**src/rtl/hazard_ctrl.sv**
```systemverilog
// hazard_ctrl: SELEN pipeline stall/flush controller with data-wait timeout and wrong-path fetch kill.
// Revision 1.0
`default_nettype none

module hazard_ctrl #(
  parameter int DMEM_TIMEOUT = 15,
  parameter int TO_W         = 4,
  parameter int CNT_W        = 32
) (
  input  logic             clk,
  input  logic             rst,
  input  logic             imem_ack,
  input  logic             dmem_reqM,
  input  logic             dmem_ack,
  input  logic             brch_takenM,
  input  logic             ld_E,
  input  logic [4:0]       rdE,
  input  logic [4:0]       rs1D,
  input  logic [4:0]       rs2D,
  output logic             enbF,
  output logic             enbD,
  output logic             enbE,
  output logic             enbM,
  output logic             flashD,
  output logic             flashE,
  output logic             flashM,
  output logic             flashW,
  output logic             pc_redir,
  output logic             mem_err,
  output logic [CNT_W-1:0] stall_cnt
);

  typedef enum logic [0:0] {
    RUN   = 1'b0,
    DWAIT = 1'b1
  } state_t;

  localparam logic [TO_W-1:0] TIMEOUT = TO_W'(DMEM_TIMEOUT);

  state_t          state, state_nxt;
  logic [TO_W-1:0] wait_cnt, wait_cnt_nxt;
  logic            kill, kill_nxt;
  logic            dpend, dstall, timeout, load_use, fetch_miss;

  assign dpend      = dmem_reqM & ~dmem_ack;
  assign dstall     = dpend & (wait_cnt < TIMEOUT);
  assign timeout    = dpend & (wait_cnt == TIMEOUT);
  assign load_use   = ld_E & (rdE != 5'd0) & ((rdE == rs1D) | (rdE == rs2D));
  // A returning instruction while kill is set belongs to the abandoned path.
  assign fetch_miss = ~imem_ack | kill;

  always_comb begin
    enbF     = 1'b0;
    enbD     = 1'b0;
    enbE     = 1'b0;
    enbM     = 1'b0;
    flashD   = 1'b0;
    flashE   = 1'b0;
    flashM   = 1'b0;
    flashW   = 1'b0;
    pc_redir = 1'b0;
    if (rst) begin
      flashD = 1'b1;
      flashE = 1'b1;
      flashM = 1'b1;
      flashW = 1'b1;
    end else if (dstall) begin
      enbF   = 1'b1;
      enbD   = 1'b1;
      enbE   = 1'b1;
      enbM   = 1'b1;
      flashW = 1'b1;
    end else if (brch_takenM) begin
      flashD   = 1'b1;
      flashE   = 1'b1;
      flashM   = 1'b1;
      pc_redir = 1'b1;
    end else if (load_use) begin
      enbF   = 1'b1;
      enbD   = 1'b1;
      flashE = 1'b1;
    end else if (fetch_miss) begin
      enbF   = 1'b1;
      flashD = 1'b1;
    end
  end

  always_comb begin
    state_nxt    = RUN;
    wait_cnt_nxt = '0;
    case (state)
      RUN: begin
        if (dstall) begin
          state_nxt    = DWAIT;
          wait_cnt_nxt = TO_W'(1);
        end
      end
      DWAIT: begin
        // Ack, dropped request or timeout all return to RUN with a cleared count.
        if (dstall) begin
          state_nxt    = DWAIT;
          wait_cnt_nxt = wait_cnt + TO_W'(1);
        end
      end
      default: begin
        state_nxt    = RUN;
        wait_cnt_nxt = '0;
      end
    endcase
  end

  always_comb begin
    kill_nxt = kill;
    if (pc_redir && !imem_ack) begin
      kill_nxt = 1'b1;
    end else if (imem_ack) begin
      kill_nxt = 1'b0;
    end
  end

  always_ff @(posedge clk) begin
    if (rst) begin
      state     <= RUN;
      wait_cnt  <= '0;
      kill      <= 1'b0;
      mem_err   <= 1'b0;
      stall_cnt <= '0;
    end else begin
      state    <= state_nxt;
      wait_cnt <= wait_cnt_nxt;
      kill     <= kill_nxt;
      if (timeout) begin
        mem_err <= 1'b1;
      end
      if (enbF && (stall_cnt != {CNT_W{1'b1}})) begin
        stall_cnt <= stall_cnt + CNT_W'(1);
      end
    end
  end

endmodule

`default_nettype wire
```
**config.mk**
```make
export PLATFORM = sky130hd
export DESIGN_NAME = hazard_ctrl
export DESIGN_NICKNAME = d
export VERILOG_FILES = /design/src/rtl/hazard_ctrl.sv
export SDC_FILE = /design/constraint.sdc
export NUM_CORES = 1
export LEC_CHECK = 0
export ABC_AREA = 1
export BUFFER_PORTS_ARGS = -buffer_cell sky130_fd_sc_hd__buf_4
export CORE_ASPECT_RATIO = 1.5
export CORE_UTILIZATION = 39
export DETAILED_ROUTE_END_ITERATION = 10
export HOLD_SLACK_MARGIN = 0.06
export MAX_ROUTING_LAYER = met4
export SLEW_MARGIN = 5
export SYNTH_ARGS = -nofsm -noshare
export SYNTH_HDL_FRONTEND = slang
export SYNTH_SLANG_ARGS = --single-unit
```
**constraint.sdc**
```tcl
create_clock -name clk -period 2.2 [get_ports clk]
set_input_delay 0.44 -clock clk [delete_from_list [all_inputs] [get_ports clk]]
set_output_delay 0.44 -clock clk [all_outputs]
set_load 0.01 [all_outputs]
```
==> results.json, run 1 <==
{
  "antenna_found_initial": 0,
  "start_util_pct": 40.6,
  "dp_hpwl_mm": 6.01,
  "syn_inst": 444,
  "r2r-start": "stall_cnt[0]$_SDFFE_PP0P_",
  "holdBufCountCts": 0,
  "grt_max_degree": 22,
  "maxCapViolCount": 0,
  "synth_cell_type_count": 31,
  "period_needed_ns": 2.04,
  "ys_seq_area_share_pct": 29.4,
  "worst_path_max_delay_cell": "dfxtp_1",
  "finalCritPeriodShare_pct": 92.6,
  "wl_per_cell_um": 13.0,
  "layout-drive-gt1-share_pct": 20.7,
  "whs_path_depth": 2,
  "synth_seq_cells": 39,
  "crit_required_ns": 2.39,
  "power.density_nw_per_um2": 443,
  "drt-pass1-iter-count": 4,
  "hold-path-endpoint": "kill$_SDFFE_PP0P_",
  "clk_pin_slew_ns": 0.08,
  "finClkSkew_ns": 0.0103,
  "core_um2": 6530,
  "slew_violations": 0,
  "hold_violations": 0,
  "worstSetupEndpointType": "flop",
  "reg2reg_depth": 9,
  "whs_ns": 0.306,
  "cp_top_family": "simple AND/OR/NAND/NOR gates",
  "r2r_slack_ns": 0.16,
  "crit_fanout": 12,
  "syn_area_per_cell_um2": 5.97,
  "clock_latency_ns": 0.30,
  "cp_cell_sequence": "ha_1 > nand2_1 > nor2_4 > nand3_4 > nor2_4 > nand4_4 > buf_4 > nand3_1 > a21oi_1",
  "layout_common_cells": "134 x nand2_1, 80 x buf_4, 75 x nor2_1",
  "worstMarginPinSlew_ns": 0.533,
  "syn_nets": 468,
  "io_buffers": 63,
  "dr.first_iter.drc_count": 126,
  "yosysTopAreaCellShare_pct": 29.4,
  "via_per_inst": 4.92,
  "finalNetCount": 544,
  "cts_buffers": 5,
  "reg2reg_to": "stall_cnt[15]$_SDFFE_PP0P_",
  "core.rowCount": 36,
  "wl_mm": 7.78,
  "diodes": 0,
  "status": "completed",
  "root_buffer": "clkbuf_8",
  "ioPinCount": 64,
  "area_growth_pct": 29.1,
  "vias": 2938,
  "cts_tree": "built",
  "final-setup-viol-count": 0,
  "leakage_nw": 1.64,
  "max_slew_margin_pct": 64.3,
  "critPathArrivalTime_ns": 2.23,
  "vdd_ir_drop_max_v": 0.000243,
  "drcViolationCount": 0,
  "yosys-top-cells-area": "dfxtp_1 29%, nand2_1 19%, nor2_1 11%, nand3_1 7.7%, inv_1 7.6%",
  "die-width_um": 69.3,
  "grt_pass1_wl_mm": 12.6,
  "grt_overflow": 0,
  "numClockSinks": 39,
  "cp-start-kind": "flop",
  "crit_path_frequent_cell": "nor2_4",
  "track_usage_pct": 22.9,
  "h-tree-depth": 2,
  "rsz0062_at_grt": "false",
  "yosysWarnings": 0,
  "setup_tns_ns": 0,
  "die_h_um": 103,
  "ant_nets": 0,
  "syn-cell-area_um2": 2650,
  "dieArea_um2": 7140,
  "layout_commonest_cell": "nand2_1",
  "critPathBufInv": 1,
  "hp-start": "imem_ack",
  "slowest_delay_ns": 0.42,
  "cts_buffer_depth": 2,
  "fmax_mhz": 491,
  "crit_type": "reg -> reg",
  "hold_class": "in -> reg",
  "first_global_vias": 2800,
  "yosysTopAreaCell": "dfxtp_1",
  "gp_congestion": 0.848
}
stage by stage:
stage / power (mW) / area, um2 / worst slack (ns) / cells / util [%]
global placement: 0.904 / 3250 / 0.138 / 585 / 49.7
finish: 1.52 / 3420 / 0.162 / 597 / 52.4
detailed placement: 0.906 / 3250 / 0.139 / 585 / 49.7
floorplan: 0.833 / 2650 / 0.296 / 444 / -
CTS: 1.52 / 3370 / 0.0303 / 593 / 51.6
global route: 1.59 / 3420 / 0.00682 / 597 / 52.4
kinds of logic (layout without fill, tap and decap cells):
group / after synthesis / after routing / share of synthesized area [%]
compound gates: 31 / 31 / 6.04
xor+xnor: 14 / 14 / 4.62
fa+ha+maj: 2 / 2 / 0.943
buf+inv: 69 / 145 / 11.0
flops: 39 / 39 / 29.4
simple gates: 289 / 290 / 48.0
worst max path at each step:
| stage | from | end | slack [ns] | depth (start not counted) |
|---|---|---|---|---|
| after floorplan | wait_cnt[0]$_SDFF_PP0_ | enbF | 0.30 | 10 |
| after global placement | stall_cnt[0]$_SDFFE_PP0P_ | stall_cnt[1]$_SDFFE_PP0P_ | 0.14 | 10 |
| after detailed placement | stall_cnt[0]$_SDFFE_PP0P_ | stall_cnt[1]$_SDFFE_PP0P_ | 0.14 | 10 |
| after CTS | wait_cnt[0]$_SDFF_PP0_ | flashD | 0.03 | 10 |
| after global routing | stall_cnt[0]$_SDFFE_PP0P_ | stall_cnt[1]$_SDFFE_PP0P_ | 0.007 | 10 |
| final | stall_cnt[0]$_SDFFE_PP0P_ | stall_cnt[15]$_SDFFE_PP0P_ | 0.16 | 9 |
synthesized netlist by cell type, drive strengths merged:
library cell	number
nor4	1
nand3	44
nand4	8
a31oi	2
inv	56
dfxtp	39
a211oi	1
nand2b	1
o21ai	1
xor2	8
buf	10
a21oi	27
nand3b	5
nand2	137
xnor2	6
nor2	81
ha	2
clkinv	1
clkbuf	2
and3	3
nor3	9
metal layers:
metal	global-route usage (%)	share of wire [%]
met1	22.3	39
met2	44.1	53
met3	2.83	4.7
met4	12.2	4.0
met5	-	0
area by class of cell:
| type | instances | area, um2 |
|---|---|---|
| Multi-Input combinational cell | 337 | 1620 |
| Inverter | 57 | 214 |
| Fill cell | 719 | 3110 |
| Clock inverter | 3 | 43.8 |
| Clock buffer | 5 | 68.8 |
| Timing Repair Buffer | 80 | 601 |
| Tap cell | 76 | 95.1 |
| Sequential cell | 39 | 783 |
sequential cells by signal, indices dropped and copies added, names as in the netlist:
| signal | count |
|---|---|
| stall_cnt | 32 |
| wait_cnt | 4 |
| kill | 1 |
| mem_err | 1 |
| state | 1 |
power by group:
part | internal [mW] | leakage, nW | switching (mW) | total [mW]
combinational | 0.0812 | 1.27 | 0.0986 | 0.180
clock | 0.338 | 0.0581 | 0.282 | 0.620
sequential | 0.711 | 0.316 | 0.00555 | 0.717
total | 1.13 | 1.64 | 0.386 | 1.52
worst reg2reg max path, stage by stage, from the launching register on:
cell	delay (ns)
dfxtp_1	0.42
ha_1	0.23
nand2_1	0.12
nor2_4	0.19
nand3_4	0.13
nor2_4	0.18
nand4_4	0.22
buf_4	0.28
nand3_1	0.11
a21oi_1	0.07
repair_timing:
| item | CTS | global route |
|---|---|---|
| buffers inserted | 0 | 3 |
| cloned | 0 | 1 |
| gates resized for setup | 1 | 8 |
| endpoints found under the setup margin | 1 | 20 |
| pin swaps | 0 | 1 |
Note: power is estimated with default switching activity, not from simulation.
==> run 2, diff against run 1 <==
--- a/config.mk
+++ b/config.mk
@@ -12,7 +12,7 @@
 export DETAILED_ROUTE_END_ITERATION = 10
 export HOLD_SLACK_MARGIN = 0.06
 export MAX_ROUTING_LAYER = met4
-export SLEW_MARGIN = 5
+export SLEW_MARGIN = 10
 export SYNTH_ARGS = -nofsm -noshare
 export SYNTH_HDL_FRONTEND = slang
 export SYNTH_SLANG_ARGS = --single-unit
==> constraint.sdc (replaced) <==
create_clock -name clk -period 2.64 [get_ports clk]
set_input_delay 0.528 -clock clk [delete_from_list [all_inputs] [get_ports clk]]
set_output_delay 0.528 -clock clk [all_outputs]
set_load 0.01 [all_outputs]
==> results.json, run 2 (synthesis gave the netlist of run 1 again) <==
{
  "status": "completed",
  "slowest_delay_ns": 0.34,
  "dieArea_um2": 7140,
  "dr.first_iter.drc_count": 117,
  "whs_path_depth": 2,
  "holdBufCountCts": 0,
  "finClkSkew_ns": 0.00837,
  "wl_per_cell_um": 12.7,
  "met1_usage_pct": 21.0,
  "crit_required_ns": 2.11,
  "use_met2_pct": 44.7,
  "antenna_found_initial": 0,
  "leakage_nw": 1.55,
  "r2r-start": "stall_cnt[0]$_SDFFE_PP0P_",
  "power.density_nw_per_um2": 350,
  "clock_latency_ns": 0.29,
  "regMostFlops": "stall_cnt",
  "core.rowCount": 36,
  "slew_violations": 0,
  "cp_cell_sequence": "ha_1 > nand2_1 > inv_1 > nand2_1 > nand2_1 > nor2_2 > inv_1 > nand2_1 > a31oi_1 > buf_4",
  "combPwrFrac_pct": 12.3,
  "layout_commonest_cell": "nand2_1",
  "drcViolationCount": 0,
  "final_util_pct": 49.9,
  "cts_buffers": 5,
  "hold_class": "in -> reg",
  "busiest_layer": "met2",
  "seq_area_um2": 781,
  "clkPwrFrac_pct": 35.3,
  "die_h_um": 103,
  "layout-drive-gt1-share_pct": 17.2,
  "diodes": 0,
  "hold_violations": 0,
  "critPathArrivalTime_ns": 1.73,
  "grt_overflow": 0,
  "finalCritPeriodShare_pct": 85.6,
  "p_seq_share_pct": 52.4,
  "reg_top3": "stall_cnt: 32 flops, wait_cnt: 4 flops",
  "grt_max_degree": 25,
  "worstSetupEndpointType": "output pin",
  "die-width_um": 69.3,
  "setup_tns_ns": 0,
  "cts_resized": 0,
  "num-fill-cells": 728,
  "largest_reg_flops": 32,
  "crit_end": "flashD",
  "max_slew_margin_pct": 75.2,
  "core_um2": 6530,
  "h-tree-depth": 2,
  "maxCapViolCount": 0,
  "fmax_mhz": 443,
  "track_usage_pct": 22.4,
  "use_met3_pct": 3.62,
  "area_growth_pct": 22.8,
  "reg2reg_to": "stall_cnt[1]$_SDFFE_PP0P_",
  "io_buffers": 63,
  "ioPinCount": 64,
  "period_needed_ns": 2.26,
  "cts_tree": "built",
  "clk_pin_slew_ns": 0.08,
  "crit_type": "reg -> out",
  "vias": 2884,
  "layout_common_cells": "135 x nand2_1, 76 x nor2_1, 67 x buf_4",
  "wl_mm": 7.41,
  "worst_path_max_delay_cell": "dfxtp_1",
  "dp_hpwl_mm": 5.84,
  "ant_nets": 0,
  "start_util_pct": 40.6,
  "drt-pass1-iter-count": 4,
  "cts_buffer_depth": 2,
  "gp_congestion": 0.871,
  "p_sw_share_pct": 26.4,
  "finalNetCount": 530,
  "crit_fanout": 6,
  "via_per_inst": 4.95,
  "vdd_ir_drop_max_v": 0.000206,
  "grt_pass1_wl_mm": 12.5,
  "first_global_vias": 2790,
  "finalPower_mw": 1.14,
  "rsz0062_at_grt": "false",
  "r2r_slack_ns": 0.44,
  "numClockSinks": 39,
  "power_switching_uw": 301,
  "multiInputGateArea_um2": 1580,
  "crit_path_frequent_cell": "nand2_1",
  "worstMarginPinSlew_ns": 0.371,
  "p_int_uw": 838,
  "cp-start-kind": "flop",
  "cts_setup_buffers": 0,
  "reg2reg_depth": 10,
  "final-setup-viol-count": 0,
  "crit_start": "wait_cnt[0]$_SDFF_PP0_",
  "root_buffer": "clkbuf_8"
}
[run 2: cell types whose count changed in the layout (fill, tap and decap cells not counted), sizes merged]
| cell | change |
|---|---|
| clkbuf | +1 |
| buf | -13 |
| clkinv | -1 |
| clkinvlp | +1 |
| nand4 | -1 |
| bufinv | -1 |
[run 2: layout make-up]
cell class / count / share of cell area [%]
Clock buffer: 6 / 2.23
Clock inverter: 2 / 0.384
Inverter: 57 / 6.57
Multi-Input combinational cell: 336 / 48.5
Sequential cell: 39 / 24.0
Tap cell: 76 / 2.92
Timing Repair Buffer: 67 / 15.4
[run 2: per-stage QoR]
stage,hold WS [ns],area (um2),worst slack [ns],instances
floorplan,0.412,2650,0.624,444
global placement,0.420,3170,0.501,575
detailed placement,0.428,3170,0.473,575
CTS,0.404,3260,0.340,583
global route,0.409,3260,0.161,583
finish,0.409,3260,0.381,583
[run 2: how the worst min path moves through the flow]
stage,start,to,slack [ns]
6_report,imem_ack,kill$_SDFFE_PP0P_,0.41
5_1_grt,imem_ack,kill$_SDFFE_PP0P_,0.41
4_1_cts,imem_ack,kill$_SDFFE_PP0P_,0.40
3_5_place_dp,state$_DFF_P_,wait_cnt[0]$_SDFF_PP0_,0.43
3_3_place_gp,state$_DFF_P_,wait_cnt[0]$_SDFF_PP0_,0.42
2_1_floorplan,state$_DFF_P_,wait_cnt[0]$_SDFF_PP0_,0.41
[run 2: metal layers]
| layer | wire length, um | part of all wire, % | vias up |
|---|---|---|---|
| li1 | - | - | 1509 |
| met1 | 2840 | 38 | 1284 |
| met2 | 4060 | 55 | 75 |
| met5 | 0 | 0 | - |
| met4 | 215 | 2.9 | 0 |
| met3 | 293 | 4.0 | 16 |
[run 2: power groups by stage]
| stage | Combinational (mW) | Clock, mW | Sequential (mW) |
|---|---|---|---|
| floorplan | 0.0825 | 0 | 0.612 |
| global placement | 0.140 | 0 | 0.611 |
| detailed placement | 0.141 | 0 | 0.611 |
| CTS | 0.142 | 0.419 | 0.597 |
| global route | 0.158 | 0.437 | 0.598 |
| finish | 0.140 | 0.402 | 0.597 |
[run 2: critical path, delay by kind of cell (launching register included)]
kind / cells / cell delay (ns)
and+or+nand+nor: 5 / 0.51
buffers and inverters: 3 / 0.33
AOI/OAI and AO/OA: 1 / 0.04
DFF: 1 / 0.34
adders and majority gates: 1 / 0.21
